==> config.mk <==
export PLATFORM = sky130hd
export DESIGN_NAME = serial_sub_ctrl
export DESIGN_NICKNAME = d
export VERILOG_FILES = /design/src/rtl/serial_sub_ctrl.sv
export SDC_FILE = /design/constraint.sdc
export NUM_CORES = 1
export LEC_CHECK = 0
export CAP_MARGIN = 25
export CORE_ASPECT_RATIO = 2
export CORE_MARGIN = 5
export CORE_UTILIZATION = 46
export DETAILED_ROUTE_END_ITERATION = 16
export GPL_TIMING_DRIVEN = 0
export MAX_ROUTING_LAYER = met4
export PLACE_DENSITY = 0.74
export RECOVER_POWER = 25
export SLEW_MARGIN = 20
export SYNTH_ARGS = -nofsm -noshare
export SYNTH_HDL_FRONTEND = slang
export SYNTH_SLANG_ARGS = --single-unit
export TNS_END_PERCENT = 10
==> constraint.sdc <==
create_clock -name clk -period 1.4 [get_ports clk]
set_clock_uncertainty 0.1 [all_clocks]
set_input_delay 0.14 -clock clk [delete_from_list [all_inputs] [get_ports clk]]
set_output_delay 0.14 -clock clk [all_outputs]
set_load 0.02 [all_outputs]
==> src/rtl/serial_sub_ctrl.sv <==
// Bit-serial subtractor: one full-subtract stage built from two half
// subtractors and a borrow flop, sequenced by an IDLE/RUN/DONE FSM.
module serial_sub_ctrl #(
  parameter int WIDTH = 8
) (
  input  logic             clk,
  input  logic             rst,
  input  logic             start,
  input  logic [WIDTH-1:0] a,
  input  logic [WIDTH-1:0] b,
  output logic             busy,
  output logic             done,
  output logic [WIDTH-1:0] diff,
  output logic             borrow_out
);

  localparam int CW = (WIDTH > 1) ? $clog2(WIDTH) : 1;

  typedef enum logic [1:0] {
    IDLE,
    RUN,
    DONE
  } state_e;

  state_e           state_q, state_d;
  logic [WIDTH-1:0] sa_q, sa_d;
  logic [WIDTH-1:0] sb_q, sb_d;
  logic [WIDTH-1:0] sr_q, sr_d;
  logic [WIDTH-1:0] diff_q, diff_d;
  logic             bw_q, bw_d;
  logic             bo_q, bo_d;
  logic [CW-1:0]    cnt_q, cnt_d;

  logic             ai, bi;
  logic             hd, hb1, hb2;
  logic             d, bn;
  logic             last;
  logic [WIDTH-1:0] sr_sh;

  // Two half-subtractor cells; the second folds in the stored borrow.
  assign ai  = sa_q[0];
  assign bi  = sb_q[0];
  assign hd  = ai ^ bi;
  assign hb1 = ~ai & bi;
  assign d   = hd ^ bw_q;
  assign hb2 = ~hd & bw_q;
  assign bn  = hb1 | hb2;

  assign sr_sh = {d, sr_q[WIDTH-1:1]};
  assign last  = (cnt_q == CW'(WIDTH - 1));

  always_comb begin
    state_d = state_q;
    sa_d    = sa_q;
    sb_d    = sb_q;
    sr_d    = sr_q;
    diff_d  = diff_q;
    bw_d    = bw_q;
    bo_d    = bo_q;
    cnt_d   = cnt_q;
    unique case (state_q)
      IDLE, DONE: begin
        state_d = IDLE;
        if (start) begin
          sa_d    = a;
          sb_d    = b;
          bw_d    = 1'b0;
          cnt_d   = '0;
          state_d = RUN;
        end
      end
      RUN: begin
        sr_d  = sr_sh;
        sa_d  = sa_q >> 1;
        sb_d  = sb_q >> 1;
        bw_d  = bn;
        cnt_d = cnt_q + CW'(1);
        if (last) begin
          diff_d  = sr_sh;
          bo_d    = bn;
          state_d = DONE;
        end
      end
      default: state_d = IDLE;
    endcase
  end

  always_ff @(posedge clk or posedge rst) begin
    if (rst) begin
      state_q <= IDLE;
      sa_q    <= '0;
      sb_q    <= '0;
      sr_q    <= '0;
      diff_q  <= '0;
      bw_q    <= 1'b0;
      bo_q    <= 1'b0;
      cnt_q   <= '0;
    end else begin
      state_q <= state_d;
      sa_q    <= sa_d;
      sb_q    <= sb_d;
      sr_q    <= sr_d;
      diff_q  <= diff_d;
      bw_q    <= bw_d;
      bo_q    <= bo_d;
      cnt_q   <= cnt_d;
    end
  end

  assign busy       = (state_q == RUN);
  assign done       = (state_q == DONE);
  assign diff       = diff_q;
  assign borrow_out = bo_q;

endmodule

; ---- Word-level counts from Yosys, hierarchy flattened
; Index checks and enable logic that the tools add are counted.
; Widths: inputs -> output; s select.
[op_classes]
bitwise_logic = 7
reduce_logical = 5
mux = 11
n_eq_ne = 5
add_sub_neg = 1
[op_table]
columns = operator, count
row1 = $pmux 8 s2, 2
row2 = $mux 8, 2
row3 = $pmux 3 s2, 1
row4 = $pmux 2 s2, 1
row5 = $reduce_and 2->1, 2
row6 = $add 3x1->3 const B, 1
row7 = $eq 3x3->1 const B, 1
row8 = $mux 3, 1
row9 = $and 1x1->1, 2
row10 = $eq 2x1->1 const B, 1
row11 = $eq 2x2->1 const B, 1
row12 = $logic_not 2->1, 1
row13 = $mux 1, 2
row14 = $mux 2, 1
row15 = $ne 2x1->1 const B, 1
row16 = $ne 2x2->1 const B, 1
row17 = $not 1->1, 2
row18 = $pmux 1 s2, 1
row19 = $reduce_bool 2->1, 1
row20 = $reduce_or 2->1, 1
row21 = $xor 1x1->1, 2
row22 = $or 1x1->1, 1
[word_totals]
word_cells = 37
inputBits = 19
register_bits = 39
output_inout_bits = 11

; ---- Logic depth before layout (Yosys ltp)
; Gate-level depths: netlist of run 1.
[depth]
ltp_word = 5
ltp_mapped = 6
ltp_nobuf = 5

; ---- Worst setup path after synthesis of run 1
; Ideal clock, no wire load.
[synth_path]
kind = register to register
start = register cnt_q[0]
end = register diff_q[0] (netlist: diff[0])
t_required_ns = 1.175
setup_time_ns = 0.125
slack_ns = -0.128
arrival_time_ns = 1.303
synth_period_minus_slack_ns = 1.528
path_stages_with_launch = 6
cell_sequence = dfrtp_1 > ha_1 > ha_1 > nand3b_4 > buf_6 > mux2_2
[synth_between]
elab_chain_cells = 2
[synth_lines]
columns = element, line
row1 = "start, declared", 32  ; logic [CW-1:0] cnt_q, cnt_d;
row2 = "start signal, assigned", 106  ; cnt_q <= cnt_d;
row3 = $eq 3x3->1, 50  ; assign last = (cnt_q == CW'(WIDTH - 1));
row4 = $reduce_and 2->1 (no line), n/a
row5 = "end signal, assigned", 103  ; diff_q <= diff_d;
row6 = "end, declared", 29  ; logic [WIDTH-1:0] diff_q, diff_d;
; Every way passes these cells.
; A chain may end at the register's enable or synchronous reset.

; ---- Worst setup path in the final report of run 1
[layout_path]
start = register cnt_q[1]
end = register diff_q[3] (netlist: diff[3])
; The elaborated chain is that of the path after synthesis.

==> flow_metrics.tcl, run 1 <==
set metrics [dict create \
    status "complete, but fails checks" \
    violations "negative setup slack" \
    synth_top_area_cell "dfrtp_1" \
    min_period_ns 1.517 \
    antenna_found_initial 0 \
    drcViolationCount 0 \
    final_area_um2 2220 \
    gr-total-overflow 0 \
    drive_above_1_share_pct 24.47 \
    die_w_um 52.42 \
    hold_class "input pin to flop" \
    fmax_ghz 0.6594 \
    detail-route-antenna-nets 0 \
    synth_top_family_by_area "simple AND/OR/NAND/NOR gates" \
    numCtsBuffers 5 \
    clk_pin_slew_ns 0.07 \
    cts_num_sinks 38 \
    core_area_um2 3568 \
    comb_power_share_pct 45.5 \
    synth_seq_cells 38 \
    yosysWarnings 0 \
    die_area_um2 4971 \
    power_frac_clock_pct 14.6 \
    nets 211 \
    die_y_um 94.84 \
    dpl.hpwl_mm 2.531 \
    firstDrtPassIters 4 \
    routed_wirelength_mm 3.467 \
    synth_fa_ha_area_share_pct 2.721 \
    vias 1215 \
    path_class "flop to flop" \
    grt_pass1_vias 1265 \
    placedInstanceArea_um2 2052 \
    clk_latency_ns 0.28 \
    synth-compound-area-share_pct 9.977 \
    end_kind "flop" \
    mostFrequentLayoutCell "dfrtp_1" \
    synthesis.area_um2 1655 \
    ys_types 27 \
    powerDensity_nw_per_um2 2244 \
    top_level_ports 30 \
    setup_slack_ns -0.1166 \
    htreeDepth 2 \
    swShare_pct 36.87 \
    finalHoldViolCount 0 \
    synth-main-ff-cell "dfrtp_1" \
    viasPerCell 5.127 \
    rsz0062_at_grt "true" \
    max-clock-path-buffers 2 \
    rows 31 \
    switchingPower_mw 1.836 \
    whs_ns 0.2461 \
    io_buffers 29 \
    post_drt_wl_per_cell_um 14.63 \
    arrival_ns 1.59 \
    finalSetupViolations 10 \
    grt_use_total_pct 16.78 \
    synth_xor_xnor_area_share_pct 0 \
    start_util_pct 46.39 \
    post-route-period-util_pct 108.3 \
    yosys-top-cells-area "dfrtp_1 57%, mux2_2 6.1%, nand2_1 5.0%" \
    drt-initial-drc-count 26 \
    synth_top_area_share_pct 57.45 \
    final_cell_mix "36 x dfrtp_1, 21 x nand2_1, 16 x clkdlybuf4s50_1" \
    p_int_mw 3.144 \
    slew_violations 0 \
    synth_nets 169 \
    crit_required_ns 1.47 \
    path_max_fanout 5 \
    ctsRootBufferMaster "clkbuf_8" \
    cts_tree "yes" \
    area_delta_synth_final_pct 34.09 \
    synth_mux_area_share_pct 7.937 \
    cellLeakagePower_nw 1.042 \
    grt_first_pass_wirelength_mm 5.885 \
    ys_seq_area_share_pct 57.45 \
    drv_cap 0 \
    synth_edf_count 0 \
    grt_max_degree 39 \
    critPathLaunchType "flop" \
    ys_async_sr_fraction_pct 100.0 \
    relSlewSlack_pct 47.93 \
    synth.avg_cell_area_um2 11.26 \
    postSynthCellCount 147 \
    post-place-ws_ns -0.4457 \
    synthSimpleGateAreaFrac_pct 16.78 \
    place.gp.congestion 0.7792 \
    worst_slew_pin_slew_ns 0.7800 \
    ir_worst_vdd_mv 1.189 \
    seq_power_share_pct 39.9 \
    antenna_cells 0 \
    tns_ns -0.8590 \
]
## synthesized netlist by cell type (4+ instances only)
cell type / number
mux2_2: 9
nor3_1: 10
dfrtp_1: 38
inv_1: 4
o22ai_1: 11
nand2_1: 22
nor2_1: 12
buf_2: 5
nor2b_1: 4
a22o_1: 4
## state kept, by name, summed over array words and instances (netlist names)
name	cells
borrow_out	1
bw_q	1
cnt_q	3
diff	8
sa_q	8
sb_q	8
sr_q	7
state_q	2
## routing by layer
metal  GRT usage, %  vias up  share of wire, %
met4          7.676        0               2.3
met1          18.70      590                38
met5              -        -                 0
met2          27.18       29                56
met3          4.739        7               3.9
li1               -      589                 -
## path summary, 6_finish.rpt
check                                      from                      to  depth (start not counted)  slack (ns)
min in group asynchronous                   rst     sb_q[2]$_DFFE_PP0P_                          2        0.35
hold / removal                            start    cnt_q[1]$_DFFE_PP0P_                          3        0.25
setup reg to reg           cnt_q[1]$_DFFE_PP0P_     diff[3]$_DFFE_PP0P_                          5       -0.12
setup / recovery           cnt_q[1]$_DFFE_PP0P_     diff[3]$_DFFE_PP0P_                          5       -0.12
max in group asynchronous                   rst  state_q[1]$_DFFE_PP0P_                          2        0.30
hold reg to reg                bw_q$_DFFE_PP0P_        bw_q$_DFFE_PP0P_                          1        0.40
## timing repair
action,in CTS,in global routing
gates cloned,1,0
resized for setup,29,4
hold endpoints to repair,0,0
pin swaps,3,1
hold buffers,0,0
setup endpoints to repair,19,19
setup buffers,6,0
## through the flow
step	power (mW)	instances	utilization (%)
floorplan	3.476	147	-
global placement	4.099	225	57.50
detailed placement	4.213	225	57.50
CTS	5.012	237	61.89
global route	5.373	237	62.20
finish	4.980	237	62.20
## cell families after synthesis
kind of cell             count (synthesis)
multiplexers                            12
buffers and inverters                   14
AO/OA/AOI/OAI                           25
AND/OR/NAND/NOR                         55
adder cells (fa/ha/maj)                  3
flip-flops                              38
## layout make-up
| cell class | instances | area (um2) |
|---|---|---|
| clock buffer | 6 | 82.58 |
| inverter | 5 | 21.27 |
| tap | 49 | 61.31 |
| fill | 298 | 1349 |
| multi-input combinational | 95 | 669.4 |
| sequential | 38 | 953.4 |
| buffer | 8 | 75.07 |
| timing repair buffer | 36 | 356.6 |
## power groups by stage
stage,Clock [mW],Sequential [mW],Combinational [mW]
after floorplan,0,2.07,1.41
after global placement,0,1.97,2.12
after detailed placement,0,2.01,2.20
after CTS,0.744,1.99,2.28
after global routing,0.802,2.07,2.50
final,0.728,1.99,2.26
## critical path, cell delays in order, from the launching register on
cell and delay, ns:
dfrtp_1 0.39, ha_2 0.20, ha_4 0.16, nand3b_4 0.12, buf_8 0.14, mux2_4 0.29
(Power assumes the default switching activity.)
==> run 2: changes to the inputs <==
--- a/config.mk
+++ b/config.mk
@@ -9,6 +9,7 @@
 export CORE_ASPECT_RATIO = 2
 export CORE_MARGIN = 5
 export CORE_UTILIZATION = 46
+export CTS_CLUSTER_SIZE = 8
 export DETAILED_ROUTE_END_ITERATION = 16
 export GPL_TIMING_DRIVEN = 0
 export MAX_ROUTING_LAYER = met4
==> results of run 2 <==
No change in the layout: final DEF, timing and power equal those of run 1.
